`src/rtl/mmio_router.sv`:
```
// Memory-mapped I/O router: decodes addr[31:20] against per-slave region tags and
// runs a registered request/ack transaction with per-slave wait states.
module mmio_router #(
  parameter int unsigned                N_SLAVES      = 4,
  parameter logic [12*N_SLAVES-1:0]     SLAVE_BASE    = {12'h008, 12'h003, 12'h002, 12'h001},
  parameter logic [4*N_SLAVES-1:0]      SLAVE_WAIT    = {4'd1, 4'd2, 4'd0, 4'd0},
  parameter int unsigned                DEFAULT_SLAVE = 0
) (
  input  logic                     clk,
  input  logic                     rst,
  input  logic                     req,
  input  logic                     we,
  input  logic [31:0]              addr,
  input  logic [31:0]              wdata,
  output logic [31:0]              rdata,
  output logic                     ack,
  output logic                     busy,
  output logic [N_SLAVES-1:0]      slv_sel,
  output logic                     slv_we,
  output logic [31:0]              slv_addr,
  output logic [31:0]              slv_wdata,
  input  logic [32*N_SLAVES-1:0]   slv_rdata,
  output logic [N_SLAVES-1:0]      slv_rd_pulse
);

  localparam int IDXW = (N_SLAVES > 1) ? $clog2(N_SLAVES) : 1;

  typedef enum logic [1:0] {
    IDLE   = 2'd0,
    ACCESS = 2'd1,
    DONE   = 2'd2
  } state_e;

  state_e               state_q;
  logic [3:0]           cnt_q;
  logic [IDXW-1:0]      idx_q;
  logic                 we_q;
  logic [31:0]          addr_q;
  logic [31:0]          wdata_q;
  logic [31:0]          rdata_q;
  logic                 ack_q;
  logic                 busy_q;
  logic [N_SLAVES-1:0]  sel_q;
  logic                 slv_we_q;
  logic [N_SLAVES-1:0]  rd_pulse_q;

  logic [N_SLAVES-1:0]  tag_hit;
  logic [31:0]          rdata_arr [N_SLAVES];
  logic [3:0]           wait_arr  [N_SLAVES];
  logic [IDXW-1:0]      idx_d;
  logic [N_SLAVES-1:0]  sel_d;
  logic [3:0]           cnt_d;

  genvar gi;
  generate
    for (gi = 0; gi < N_SLAVES; gi = gi + 1) begin : g_slv
      assign tag_hit[gi]   = (addr[31:20] == SLAVE_BASE[12*gi +: 12]);
      assign wait_arr[gi]  = SLAVE_WAIT[4*gi +: 4];
      assign rdata_arr[gi] = slv_rdata[32*gi +: 32];
      assign sel_d[gi]     = (idx_d == IDXW'(gi));
    end
  endgenerate

  // Scan from the top down so the lowest matching index overwrites last and wins.
  always_comb begin
    idx_d = IDXW'(DEFAULT_SLAVE);
    for (int i = N_SLAVES - 1; i >= 0; i--) begin
      if (tag_hit[i]) idx_d = IDXW'(i);
    end
  end

  assign cnt_d = wait_arr[idx_d];

  always_ff @(posedge clk or posedge rst) begin
    if (rst) begin
      state_q    <= IDLE;
      cnt_q      <= '0;
      idx_q      <= '0;
      we_q       <= 1'b0;
      addr_q     <= '0;
      wdata_q    <= '0;
      rdata_q    <= '0;
      ack_q      <= 1'b0;
      busy_q     <= 1'b0;
      sel_q      <= '0;
      slv_we_q   <= 1'b0;
      rd_pulse_q <= '0;
    end else begin
      ack_q      <= 1'b0;
      rd_pulse_q <= '0;
      case (state_q)
        IDLE, DONE: begin
          if (req) begin
            addr_q     <= addr;
            wdata_q    <= wdata;
            we_q       <= we;
            idx_q      <= idx_d;
            cnt_q      <= cnt_d;
            sel_q      <= sel_d;
            slv_we_q   <= we;
            busy_q     <= 1'b1;
            rd_pulse_q <= we ? '0 : sel_d;
            state_q    <= ACCESS;
          end else begin
            state_q    <= IDLE;
          end
        end
        ACCESS: begin
          // Writes sit through the full wait count too; only reads update rdata.
          if (cnt_q == 4'd0) begin
            if (!we_q) rdata_q <= rdata_arr[idx_q];
            ack_q    <= 1'b1;
            busy_q   <= 1'b0;
            sel_q    <= '0;
            slv_we_q <= 1'b0;
            state_q  <= DONE;
          end else begin
            cnt_q <= cnt_q - 4'd1;
          end
        end
        default: begin
          state_q  <= IDLE;
          busy_q   <= 1'b0;
          sel_q    <= '0;
          slv_we_q <= 1'b0;
        end
      endcase
    end
  end

  assign rdata        = rdata_q;
  assign ack          = ack_q;
  assign busy         = busy_q;
  assign slv_sel      = sel_q;
  assign slv_we       = slv_we_q;
  assign slv_addr     = addr_q;
  assign slv_wdata    = wdata_q;
  assign slv_rd_pulse = rd_pulse_q;

endmodule

```
`config.mk`:
```
export PLATFORM = sky130hd
export DESIGN_NAME = mmio_router
export DESIGN_NICKNAME = d
export VERILOG_FILES = /design/src/rtl/mmio_router.sv
export SDC_FILE = /design/constraint.sdc
export NUM_CORES = 1
export LEC_CHECK = 0
export ABC_AREA = 1
export CORE_MARGIN = 8
export CORE_UTILIZATION = 25
export CTS_BUF_LIST = sky130_fd_sc_hd__clkbuf_4
export CTS_CLUSTER_DIAMETER = 30
export DETAILED_ROUTE_END_ITERATION = 16
export PLACE_DENSITY = 0.64
export SLEW_MARGIN = 20
export SYNTH_ARGS = -nofsm -noshare
export SYNTH_HDL_FRONTEND = slang
export SYNTH_SLANG_ARGS = --single-unit
```
`constraint.sdc`:
```
create_clock -name clk -period 4.45 [get_ports clk]
set_input_delay 0.445 -clock clk [delete_from_list [all_inputs] [get_ports clk]]
set_output_delay 0.445 -clock clk [all_outputs]
set_load 0.1 [all_outputs]
```
==> results of run 1 <==
layer usage:
| layer | track usage [%] | vias up | wire (um) |
|---|---|---|---|
| met5 | 0 | - | 9 |
| met4 | 3.64 | 2 | 199 |
| met3 | 6.80 | 16 | 2120 |
| met2 | 23.4 | 260 | 9570 |
| met1 | 19.3 | 2604 | 9550 |
| li1 | - | 2849 | - |
cells in the final DEF (no fill, tap or decap), drive strengths merged, types with 2 or more instances in the layout:
| cell type | n |
|---|---|
| a21oi | 2 |
| buf | 8 |
| clkbuf | 18 |
| clkdlybuf4s50 | 302 |
| clkinv | 4 |
| clkinvlp | 2 |
| dfrtp | 116 |
| ha | 2 |
| inv | 55 |
| nand2 | 245 |
| nand3 | 9 |
| nor2 | 114 |
| nor3 | 6 |
| o21ai | 136 |
cell families (layout without fill, tap and decap cells):
group | Yosys count | in the layout | synth area share, %
and+or+nand+nor | 376 | 376 | 26.2
AOI/OAI and AO/OA | 141 | 141 | 14.6
DFF | 116 | 116 | 51.7
buffers and inverters | 88 | 389 | 6.87
adders and majority gates | 2 | 2 | 0.446
xor gates and xnor gates | 1 | 1 | 0.156
state kept, by name (all words and copies together), names as in the netlist, 2 cells and up:
| register | flops |
|---|---|
| idx_q | 2 |
| slv_wdata | 32 |
| slv_rd_pulse | 4 |
| slv_sel | 4 |
| state_q | 2 |
| slv_addr | 32 |
| cnt_q | 4 |
| rdata | 32 |
area by class of cell:
| class | count | area, um^2 | share of cell area, % |
|---|---|---|---|
| repair buffers | 310 | 3080 | 33.9 |
| flip-flops and latches | 116 | 2910 | 31.9 |
| multi-input cells | 520 | 2320 | 25.5 |
| well taps | 285 | 357 | 3.92 |
| inverters | 47 | 179 | 1.97 |
| clock buffers | 18 | 135 | 1.48 |
| clock inverters | 14 | 116 | 1.28 |
how the worst max path moves through the flow:
stage                  start         to  slack [ps]  cells past startpoint
finish              rdata[2]   rdata[2]        1870                      1
global route        rdata[2]   rdata[2]        1710                      1
CTS                 rdata[2]   rdata[2]        1720                      1
detailed placement       rst   rdata[4]        2210                      3
global placement         rst  rdata[11]        2260                      3
floorplan                rst        ack         930                      1
Yosys cell counts (2+ instances only):
master,count,area [um^2]
a21oi_1,2,10.0
buf_1,6,22.5
buf_2,8,40.0
buf_6,6,67.6
clkbuf_1,21,78.8
dfrtp_1,116,2900
ha_1,2,25.0
inv_1,43,161
inv_2,3,11.3
nand2_1,243,912
nand2_2,2,12.5
nand3_1,9,45.0
nor2_1,113,424
nor3_1,5,25.0
o21ai_0,99,495
o21ai_1,9,45.0
o21ai_2,28,245
stage by stage:
stage	util (%)	setup WS [ps]
after floorplan	-	933
after global placement	39.6	2260
after detailed placement	39.6	2210
after CTS	40.7	1720
after global routing	40.7	1710
final	40.7	1870
worst register-to-register path: cells and delay by family (launching register included):
family,cells,cell delay (ps)
adders and majority gates,1,170
and+or+nand+nor,3,530
buffers and inverters,2,760
DFF,1,390
AOI/OAI and AO/OA,1,90
==> metrics.md, run 1 <==
| Metric | Value |
|---|---|
| Outcome | `finished clean` |
| Max-slew violations | `0` |
| H-tree depth | `4` |
| Synth Instances | `between 700 and 800` |
| Reg2reg start | `cnt_q[0]` |
| CTS Buffer Depth | `2` |
| Unrepaired setup endpoints after global routing | `no` |
| Drt first pass iters | `4` |
| Initial antenna violation count | `2` |
| Largest net degree at the start of global routing | `76` |
| Crit path cell chain | `clkdlybuf4s50_1` |
| Achievable Freq | `388 MHz` |
| Die height | `166 um` |
| Clk_skew | `between 20 and 30 ps` |
| Total GRT Usage | `15.2%` |
| R2R Path End | `rdata[3]` |
| # clock sinks | `116` |
| # fillers | `2322` |
| Hold Path Depth | `3` |
| Initial DRC count | `about 320` |
| Vias in the first global route | `5740` |
| Average wire per standard cell | `16.4 um` |
| Hold Path Sink | `slv_wdata[4]` |
| Ys Warns | `0` |
| Final WL | `21.4 mm` |
| Setup crit end kind | `output pin` |
| Setup Total Neg Slack | `0 ps` |
| Slew @ Worst Pin | `approximately 1100 ps` |
| Core Area | `22400 um^2` |
| Worst setup SP type | `register` |
| Placed insts | `1278` |
| Critical path type | `reg -> out` |
| Inserted Clock Buffers | `17` |
| Post-route ant nets | `0` |
| Fin nets | `1210` |
| Final Hold Vio Count | `0` |
| Yosys cell types | `26` |
| Diodes inserted | `0` |
| Via density per instance | `4.37` |
| # rows | `55` |
| Post-route DRC | `0` |
| Grt ovf | `0` |
| Setup Buffers After CTS | `0` |
| Predominant post-synthesis flop cell | `dfrtp_1` |
| Die Footprint | `roughly 27000 um^2` |
| Clock slew at reported path FFs | `140 ps` |
| Max-cap violations | `0` |
| Layout cells sized above 1 | `under 10%` |
| Final Cycle Share | `57.9%` |
| Dpl hpwl | `~16 mm` |
| Insertion delay to the later sink of the worst-skew pair | `530 ps` |
| Post-Syn Area | `5610 um^2` |
| Worst EP arrival | `about 2100 ps` |
| # hold bufs at CTS | `0` |
| PortBufs | `302` |
| P&R area growth vs syn | `62.2%` |
| CP bufs+invs | `1` |
| Crit path largest cell delay | `1200 ps` |
| Clock root buffer | `clkbuf_4` |
| CP delay by family, top | `buffers and inverters` |
| Hold slack | `between 400 and 500 ps` |
| Reg2reg setup slack | `2450 ps` |
| R2R depth | `7` |
| Final setup violation count | `0` |
| Yosys reg bits | `116` |
| First-pass GRT wire length | `33.2 mm` |
| Critical Path RT | `4010 ps` |
| Worst hold path startpoint | `wdata[4]` |
| EDFF count, synth | `0` |
| Syn Nets | `922` |
| Crit path time final | `2580 ps` |
| Initial Utilization | `between 20% and 30%` |
| Post-Syn Area per Cell | `between 7 and 8 um^2` |
| CTS tree | `yes` |
| CTS resizes | `0` |
| Non-Filler Instances | `1310` |
| CP max FO | `2` |
| Final Cell Area | `9100 um^2` |
| Placer Congestion | `0.828` |
| Post-synthesis sequential area ratio | `51.7%` |
| Die width | `166 um` |
| Dpl cell area | `8850 um^2` |
| Min-delay worst type | `in -> reg` |
| Slew headroom | `27.7%` |
| CP max stage cell | `clkdlybuf4s50_1` |
| Io pins | `303` |
| Ys async rst share | `100%` |
| Vias | `5731` |
Power of run 1 is left out: the tool's default activity adds up to more than one toggle a clock period on the data nets, which glitch-free logic cannot reach.
==> run 2, diff against run 1 <==
Settings changed: PLACE_DENSITY 0.64 to 0.66.
Clock period 4.45 ns to 2.3 ns, I/O delays scaled along.
==> run 2 against run 1 <==
  * Worst hold slack got worse by 200 ps
  * Core utilization down 0.64 points
  * Die area is the same
  * Flip-flop and latch count stayed put
  * Critical path depth rose by 5
==> metrics.md, run 2 (synthesis results as in run 1) <==
| Metric | Value |
|---|---|
| Grt ovf | `0 (unchanged)` |
| Vias in the first global route | `5892 (+2.6%)` |
| CTS resizes | `0 (unchanged)` |
| Drt first pass iters | `4 (unchanged)` |
| Initial antenna violation count | `2 (unchanged)` |
| Max Used Layer | `met5` |
| Inserted Clock Buffers | `17 (unchanged)` |
| Clock root buffer | `clkbuf_4` |
| CP delay by family, top | `compound AO/OA/AOI/OAI gates` |
| Unrepaired setup endpoints after global routing | `no` |
| # fillers | `2285 (-1.6%)` |
| P&R area growth vs syn | `59.6%` |
| Placer Congestion | `0.846 (+2.1%)` |
| Final setup violation count | `0 (unchanged)` |
| H-tree depth | `4 (unchanged)` |
| Reg2reg setup slack | `610 ps (-1840 ps)` |
| Die width | `166 um (unchanged)` |
| # rows | `55 (unchanged)` |
| Crit path cell chain | `inv_1 -> ha_1 -> nand3_1 -> nand2_1 -> o21ai_1 -> o21ai_0` |
| PortBufs | `302 (unchanged)` |
| Largest net degree at the start of global routing | `66 (-13%)` |
| Max-cap violations | `0 (unchanged)` |
| Min-delay worst type | `in -> reg` |
| Setup crit end kind | `register` |
| CP bufs+invs | `1 (unchanged)` |
| Final WL | `21.4 mm (-0.32%)` |
| Via density per instance | `4.33 (-0.93%)` |
| Clk_skew | `27.0 ps (-1.46 ps)` |
| CTS tree | `yes` |
| Worst EP arrival | `2060 ps (-70 ps)` |
| # clock sinks | `116 (unchanged)` |
| Final Cycle Share | `73.4%` |
| CP max stage cell | `o21ai_1` |
| Insertion delay to the later sink of the worst-skew pair | `520 ps (about the same)` |
| Layout cells sized above 1 | `18.5% (+11 points)` |
| Routed length on met2 | `9.49 mm (-0.85%)` |
| First-pass GRT wire length | `34.1 mm (+2.7%)` |
| Commonest cells after routing, fill and taps aside | `nand2_1 (242), clkdlybuf4s50_1 (195), dfrtp_1 (114), buf_4 (114), nor2_1 (113)` |
| Die height | `166 um (unchanged)` |
| CP max FO | `7 (+5)` |
| Slew @ Worst Pin | `654 ps (-428 ps)` |
| Final Hold Vio Count | `0 (unchanged)` |
| Worst setup SP type | `register` |
| Max-slew violations | `0 (unchanged)` |
| Most common cell after layout, fill and taps aside | `nand2_1` |
| Fin nets | `1216 (+0.50%)` |
| Outcome | `finished clean` |
| Post-route ant nets | `0 (unchanged)` |
| Initial Utilization | `25.1% (unchanged)` |
| Setup Total Neg Slack | `0 ps (unchanged)` |
| Core Area | `22400 um^2 (unchanged)` |
| CTS Buffer Depth | `2 (unchanged)` |
| Crit path largest cell delay | `380 ps (-820 ps)` |
| Dpl hpwl | `16.3 mm (+0.95%)` |
| Setup Buffers After CTS | `0 (unchanged)` |
| Met1 WL | `9.41 mm (-1.4%)` |
| Total GRT Usage | `15.5% (+0.24 points)` |
| Average wire per standard cell | `16.2 um (-0.85%)` |
| Die Footprint | `27500 um^2 (unchanged)` |
| Met3 wire length | `2.30 mm (+8.3%)` |
| Slew headroom | `56.4% (+29 points)` |
| Initial DRC count | `284 (-10%)` |
| Crit path time final | `roughly 1700 ps` |
| Critical path type | `reg -> reg` |
| Clock slew at reported path FFs | `140 ps (about the same)` |
| Achievable Freq | `592 MHz` |
| Io pins | `303 (unchanged)` |
| Post-route DRC | `0 (unchanged)` |
| Vias | `5708 (-0.40%)` |
| Critical Path RT | `2680 ps (-1330 ps)` |
run 2: cell count changes in the layout (fill, tap and decap cells not counted), moves of 2 or more:
| cell | previous run | this run |
|---|---|---|
| buf_12 | 0 | 6 |
| buf_4 | 8 | 114 |
| clkinvlp_4 | 2 | 4 |
| clkinv_2 | 1 | 3 |
| clkdlybuf4s50_1 | 302 | 195 |
run 2: tightest hold or removal path: cells and delay by family:
kind	cells	cell delay, ps
simple gates	2	100
buf+inv	1	390
run 2: path summary, 6_finish.rpt:
| kind | startpoint | endpoint | depth (start not counted) |
|---|---|---|---|
| max | cnt_q[0] | slv_sel[3] | 6 |
| min | addr[16] | slv_addr[16] | 3 |
| max reg2reg | cnt_q[0] | slv_sel[3] | 6 |
| min reg2reg | busy | busy | 2 |
| max in group asynchronous | rst | slv_addr[5] | 4 |
| min in group asynchronous | rst | slv_sel[0] | 3 |
run 2: through the flow:
step                std cells  cell area (um^2)  worst slack [ps]  hold slack (ps)  utilization (%)
detailed placement       1283              8690               526              466             38.9
floorplan                 724              5610               657              296                -
global route             1316              8950               374              146             40.0
CTS                      1316              8950               593              141             40.0
global placement         1283              8690               534              464             38.9
finish                   1317              8960               612              218             40.0
run 2: per-layer routing:
metal / vias up / global-route usage (%)
met3: 13 / 7.65
met1: 2582 / 18.8
met2: 248 / 24.3
met5: - / 0
met4: 2 / 3.32
li1: 2863 / -
run 2: repair_timing:
| item | CTS | global route |
|---|---|---|
| endpoints found under the setup margin | 0 | 0 |
| endpoints found under the hold margin | 5 | 0 |
| hold buffers | 1 | 0 |
run 2: cell type report:
cell class | instances | area [um^2] | share of cell area, %
Tap cell | 285 | 357 | 3.98
Clock inverter | 15 | 121 | 1.36
Inverter | 47 | 180 | 2.01
Sequential cell | 116 | 2910 | 32.4
Clock buffer | 17 | 128 | 1.42
Timing Repair Buffer | 316 | 2940 | 32.8
Multi-Input combinational cell | 520 | 2320 | 26.0
Antenna cell | 1 | 2.50 | 0.0279
Power of run 2 is left out for the same reason.
